`config.mk`:
```
export PLATFORM = sky130hd
export DESIGN_NAME = uart_tx_frame_ctrl
export DESIGN_NICKNAME = d
export VERILOG_FILES = /design/src/rtl/uart_tx_frame_ctrl.sv
export SDC_FILE = /design/constraint.sdc
export NUM_CORES = 1
export LEC_CHECK = 0
export CORE_MARGIN = 5
export CORE_UTILIZATION = 35
export DETAILED_ROUTE_END_ITERATION = 10
export PLACE_DENSITY_LB_ADDON = 0.1
export SLEW_MARGIN = 5
export SYNTH_ARGS = -nofsm -noshare
export SYNTH_HDL_FRONTEND = slang
export SYNTH_SLANG_ARGS = --single-unit
export TNS_END_PERCENT = 30
```
`constraint.sdc`:
```
create_clock -name clk -period 1.4 [get_ports clk]
set_input_delay 0.14 -clock clk [delete_from_list [all_inputs] [get_ports clk]]
set_output_delay 0.14 -clock clk [all_outputs]
set_load 0.02 [all_outputs]
```
`src/rtl/uart_tx_frame_ctrl.sv`:
```
// Purpose : UART TX frame sequencer; latches a word, computes parity, steps start/data/parity/stop fields into the TX mux.
// Latency : accept at edge E0 -> mux_sel=START for E0..E1, data bit k for E(1+k)..E(2+k), then parity (optional), then stop.
// Backpress: data_valid is only accepted while busy=0 (IDLE or STOP); requests while busy are dropped, not queued.
//
// Ports:
//   clk        bit-rate clock, rising edge
//   rst        asynchronous active-low reset
//   p_data     word to send, sampled on acceptance
//   data_valid send request
//   par_en     append parity bit (sampled on acceptance)
//   par_typ    0 = even, 1 = odd (sampled on acceptance)
//   mux_sel    field select to TX mux: 00 start, 01 data, 10 parity, 11 stop/idle
//   start_bit  constant 0
//   stop_bit   constant 1
//   ser_data   current data bit, LSB first
//   par_bit    parity of the latched word
//   busy       high in START, DATA, PARITY
module uart_tx_frame_ctrl #(
  parameter int DATA_WIDTH = 8
) (
  input  logic                  clk,
  input  logic                  rst,
  input  logic [DATA_WIDTH-1:0] p_data,
  input  logic                  data_valid,
  input  logic                  par_en,
  input  logic                  par_typ,
  output logic [1:0]            mux_sel,
  output logic                  start_bit,
  output logic                  stop_bit,
  output logic                  ser_data,
  output logic                  par_bit,
  output logic                  busy
);

  localparam int CNT_W = (DATA_WIDTH > 1) ? $clog2(DATA_WIDTH) : 1;
  localparam logic [CNT_W-1:0] LAST_BIT = CNT_W'(DATA_WIDTH - 1);

  typedef enum logic [2:0] {
    IDLE   = 3'd0,
    START  = 3'd1,
    DATA   = 3'd2,
    PARITY = 3'd3,
    STOP   = 3'd4
  } state_t;

  state_t                state_q;
  state_t                state_d;
  logic [DATA_WIDTH-1:0] shift_reg;
  logic [CNT_W-1:0]      bit_cnt;
  logic                  par_en_q;
  logic                  accept;

  assign start_bit = 1'b0;
  assign stop_bit  = 1'b1;
  assign ser_data  = shift_reg[0];

  // busy and mux_sel depend on the state register only, so the mux select
  // never sees a combinational path from the request inputs.
  always_comb begin
    busy    = 1'b0;
    mux_sel = 2'b11;
    case (state_q)
      START:   begin mux_sel = 2'b00; busy = 1'b1; end
      DATA:    begin mux_sel = 2'b01; busy = 1'b1; end
      PARITY:  begin mux_sel = 2'b10; busy = 1'b1; end
      default: begin mux_sel = 2'b11; busy = 1'b0; end
    endcase
  end

  // STOP counts as not-busy so a held request starts the next frame straight
  // after a single stop bit.
  assign accept = data_valid & ~busy;

  always_comb begin
    state_d = state_q;
    case (state_q)
      IDLE:    if (accept) state_d = START;
      START:   state_d = DATA;
      DATA: begin
        if (bit_cnt == LAST_BIT) state_d = par_en_q ? PARITY : STOP;
      end
      PARITY:  state_d = STOP;
      STOP:    state_d = accept ? START : IDLE;
      default: state_d = IDLE;
    endcase
  end

  always_ff @(posedge clk or negedge rst) begin
    if (!rst) begin
      state_q <= IDLE;
    end else begin
      state_q <= state_d;
    end
  end

  // Datapath. The word is not shifted on START->DATA: bit 0 must be on
  // ser_data for the whole first DATA cycle; each DATA edge then exposes
  // the next bit.
  always_ff @(posedge clk or negedge rst) begin
    if (!rst) begin
      shift_reg <= '0;
      par_bit   <= 1'b0;
      par_en_q  <= 1'b0;
      bit_cnt   <= '0;
    end else if (accept) begin
      shift_reg <= p_data;
      par_bit   <= (^p_data) ^ par_typ;
      par_en_q  <= par_en;
      bit_cnt   <= '0;
    end else if (state_q == DATA) begin
      shift_reg <= {1'b0, shift_reg[DATA_WIDTH-1:1]};
      // Saturate on the last bit so the counter sits still until the next word.
      if (bit_cnt != LAST_BIT) begin
        bit_cnt <= bit_cnt + 1'b1;
      end
    end
  end

endmodule
```
-- Word-level counts from Yosys, hierarchy flattened
Index checks and enable logic that the tools add are counted.
- bits in read-only memories: 0
- output and inout bits: 7
- memories kept: 0
- flip-flop bits (word level): 16
- latch bits: 0
- bits in writable memories: 0
- reduce and logical (&&, ||, !) cells: 7
- $mul: 0
- $add $sub $neg: 1
- divide/modulo/power cells: 0
- $lt $le $gt $ge: 0
- eq/ne operators: 8
- muxes and demuxes: 12
- bitwise logic cells: 3
- shift-type cells: 0
- operator list (cell ; number):
    $mux W3 ; 6
    $mux W8 ; 2
    $pmux W3 S5 ; 1
    $reduce_xor A8 Y1 ; 1
    $eq A3 B2 Y1 const B ; 2
    $eq A3 B3 Y1 const B ; 2
    $pmux W2 S3 ; 1
    $ne A2 B2 Y1 const B ; 2
    $reduce_and A2 Y1 ; 2
    $reduce_bool A2 Y1 ; 2
    $add A3 B1 Y3 const B ; 1
    $eq A3 B1 Y1 const B ; 1
    $logic_not A3 Y1 ; 1
    $ne A3 B3 Y1 const B ; 1
    $reduce_or A3 Y1 ; 1
    $mux W1 ; 2
    $and A1 B1 Y1 ; 1
    $not A1 Y1 ; 1
    $xor A1 B1 Y1 ; 1

-- Longest topological paths before layout
- depth in word-level cells: 7
- mapped depth: 7
- gate-level depth less buffers: 5

-- Worst setup path before layout
OpenSTA, ideal clock, no wires.
- kind: register to register
- from: register bit_cnt[0]
- to: register bit_cnt[0]
- clock period less this slack: 1447 ps
- arrival: 1322 ps
- path buffers: 0
- slack: -47 ps
- cell stages (with the launch flop): 6
- cells stage by stage: dfrtp_1 > ha_1 > ha_1 > nor3_2 > nor2_1 > mux2_2
- word-level cells in the longest chain between the ends: 4
- elaborated cells on any way between the ends: 7
- classes of those cells: add/sub (1); eq/ne (1); mux (3); reduce/logical (2)
- ends and longest elaborated chain (element ; line ; text):
    start: declaration ; 49 ; logic [CNT_W-1:0] bit_cnt;
    start signal: assignment ; 114 ; bit_cnt <= bit_cnt + 1'b1;
    $add A3 B1 Y3 ; 114 ;
    $mux W3 ; 113 ; if (bit_cnt != LAST_BIT) begin
    $mux W3 ; 110 ; end else if (state_q == DATA) begin
    $mux W3 ; 105 ; end else if (accept) begin
Parallel ways exist; a longest one is shown, timed or not. The select of a mux whose other input is x is not followed.
A chain may end at the register's enable or synchronous reset.

-- Final worst setup path
- from: register bit_cnt[1]
- to: register bit_cnt[0]
- word-level cells in the longest chain between the ends: 3
- ends and longest elaborated chain (element ; line):
    $ne A3 B3 Y1 ; 113
    $reduce_bool A2 Y1 (no source line) ; n/a
    $reduce_and A2 Y1 (no source line) ; n/a
No other way between the ends.

==> results.cfg <==
[sta]
hold_violations = 0
finClkSkew_ns = 0.0113
post-route-period-util_pct = 98.7
setup_viol_count_final = 0
rsz0062_at_grt = true
clock.fmax_mhz = 724
drv_slew = 0
fin_crit_ns = 1.38

[power_and_ir_drop]
ir_drop_mv = 1.20
p_leak_nw = 0.563
p_per_area_nw_per_um2 = 2000
comb_power_share_pct = 53.3
p_sw_mw = 0.899
intPower_mw = 1.49
report.power.total_mw = 2.39
p_clk_share_pct = 12.8
sw_frac_of_total_pct = 37.6
seqPwrFrac_pct = 33.9

[worst_setup_path]
r2r_setup_slack_ns = 0.02
cp-start-kind = register
r2r_end = bit_cnt[0]
cp.required_ns = 1.58
reg2regPathDepth = 5
arrival_ns = 1.56
cp_max_fo = 3
critPathKind = register to register
reg2reg_from = bit_cnt[1]
end_kind = register

[floorplanning]
die_area_um2 = 3550
rows = 18
dieWidth_um = 59.6
die_h_um = 59.6
ios = 20
initial_core_util_pct = 35.7
core-area_um2 = 2410

[route]
drt-total-wl_um = 1680
drt_iter0_markers = 5
vias = 633
drtAntennaViolNets = 0
drcViolationCount = 0
viasPerCell = 4.55
dr.pass1.iters = 4
wire_per_inst_um = 12.1

[synthesis]
syn_avg_cell_area_um2 = 10.6
synth_warnings = 0
synth_area_um2 = 860
synthesis.nets = 96
synth_cells = 81
ys_seq_area_share_pct = 46.6
ys_seq_elements = 16
ys_types = 23

[global_routing]
first_global_vias = 703
grt_pass1_wl_um = 2980
grt-ovfl-total = 0
grt_max_degree = 17
grt_use_total_pct = 11.1
antenna_found_initial = 0

[placed_design]
post-dp-hpwl_um = 1280
placed_area_um2 = 1130
place.gp.congestion = 0.691
port_buffers = 17

[clock_tree]
clk_pin_slew_ns = 0.10
cts_hold_buf = 0
cts_tree = yes
h-tree-depth = 1
cts_setup_buffers = 0
cts.sinks = 16
insertion_delay_ns = 0.29
cts-root-buf = clkbuf_4
cts_buffers = 3
ctsLongestPathBuffers = 2

[final_layout]
final_common_cell = dfrtp_1
multi_input_area_um2 = 455
utilization_pct = 49.6
drive_gt1_share_pct = 26.6
mostFrequentLayoutCells = dfrtp_1 (15), clkdlybuf4s50_1 (12), buf_4 (12), nand2_1 (9), o21ai_1 (8)
fillers = 229
fin_nets = 125
num_antenna_cells = 0
final_area_um2 = 1190
syn2layout_area_growth_pct = 39.0
largest_reg_flops = 8
regArea_um2 = 402

[run]
maxCapViolations = 0

[status]
status = finished, final reports clean

[min_path]
hp-class = input port to async pin
-- synthesized netlist by cell type --
cell | count | area (um^2)
nor2_4 | 1 | 11.3
nand2b_1 | 4 | 25.0
xor2_1 | 3 | 26.3
ha_1 | 2 | 25.0
xnor3_1 | 1 | 22.5
a21o_1 | 2 | 15.0
nor3_2 | 1 | 10.0
o21bai_2 | 1 | 11.3
a21oi_1 | 2 | 10.0
inv_1 | 2 | 7.51
xnor2_1 | 4 | 35.0
conb_1 | 2 | 7.51
nand2_1 | 9 | 33.8
mux2_2 | 1 | 11.3
o21ai_1 | 8 | 40.0
buf_4 | 5 | 37.5
mux2i_1 | 6 | 60.1
and2_1 | 1 | 6.26
nand4b_1 | 1 | 8.76
o21ai_0 | 1 | 5.00
a22o_1 | 4 | 35.0
nor2_1 | 4 | 15.0
dfrtp_1 | 16 | 400
-- logic make-up (layout without fill, tap and decap cells) --
family	Yosys count	in the layout	share of synthesized area, %
other	2	2	0.874
buffers and inverters	7	35	5.24
AOI/OAI and AO/OA	18	18	13.5
muxes	7	7	8.30
adders and majority gates	2	2	2.91
xor gates and xnor gates	8	8	9.75
and+or+nand+nor	21	21	12.8
DFF	16	16	46.6
-- power groups by stage --
stage | clock [mW] | sequential, mW | combinational [mW]
after floorplan | 0 | 0.810 | 0.799
after global placement | 0 | 0.806 | 1.24
after global routing | 0.343 | 0.838 | 1.43
final | 0.305 | 0.811 | 1.27
after CTS | 0.315 | 0.799 | 1.25
after detailed placement | 0 | 0.809 | 1.27
-- critical path, stage by stage (launching register included) --
cell and delay (ns):
dfrtp_1 0.40, ha_2 0.20, ha_4 0.16, nor3_4 0.19, nor2_2 0.07, mux2_4 0.25
-- per-stage QoR --
stage	hold WS, ns	setup WS [ns]	TNS, ns	instances
5_1_grt	0.187	-0.0394	-0.0763	139
3_5_place_dp	0.465	-0.208	-0.337	135
2_1_floorplan	-0.156	0.00392	0	81
3_3_place_gp	0.465	-0.182	-0.279	135
6_report	0.164	0.0181	0	139
4_1_cts	0.173	-0.0241	-0.0577	139
-- worst max path at each step --
stage | cells past startpoint | to | slack [ns] | startpoint
2_1_floorplan | 5 | bit_cnt[0] | 0.004 | bit_cnt[0]
3_3_place_gp | 5 | par_bit | -0.18 | p_data[2]
3_5_place_dp | 5 | par_bit | -0.21 | p_data[3]
4_1_cts | 4 | shift_reg[0] | -0.02 | state_q[2]
5_1_grt | 3 | mux_sel[1] | -0.04 | state_q[1]
6_report | 5 | bit_cnt[0] | 0.02 | bit_cnt[1]
-- area by class of cell --
| cell class | instances | share of cell area [%] |
|---|---|---|
| Inverter | 2 | 0.628 |
| Sequential cell | 16 | 33.6 |
| Clock buffer | 4 | 3.04 |
| Tap cell | 30 | 3.14 |
| Multi-Input combinational cell | 58 | 38.1 |
| Timing Repair Buffer | 29 | 21.5 |
-- layer usage --
metal	GRT usage [%]	wire length, um	vias up
met5	0	0	-
met1	15.9	841	290
met4	3.80	15	0
met3	3.49	104	2
met2	15.6	719	12
li1	-	-	329
-- timing repair --
action                     in CTS  in global routing
pin swaps                       0                  4
gates resized for setup         9                  9
setup endpoints to repair      11                 14
Power figures use the tool's default switching activity.
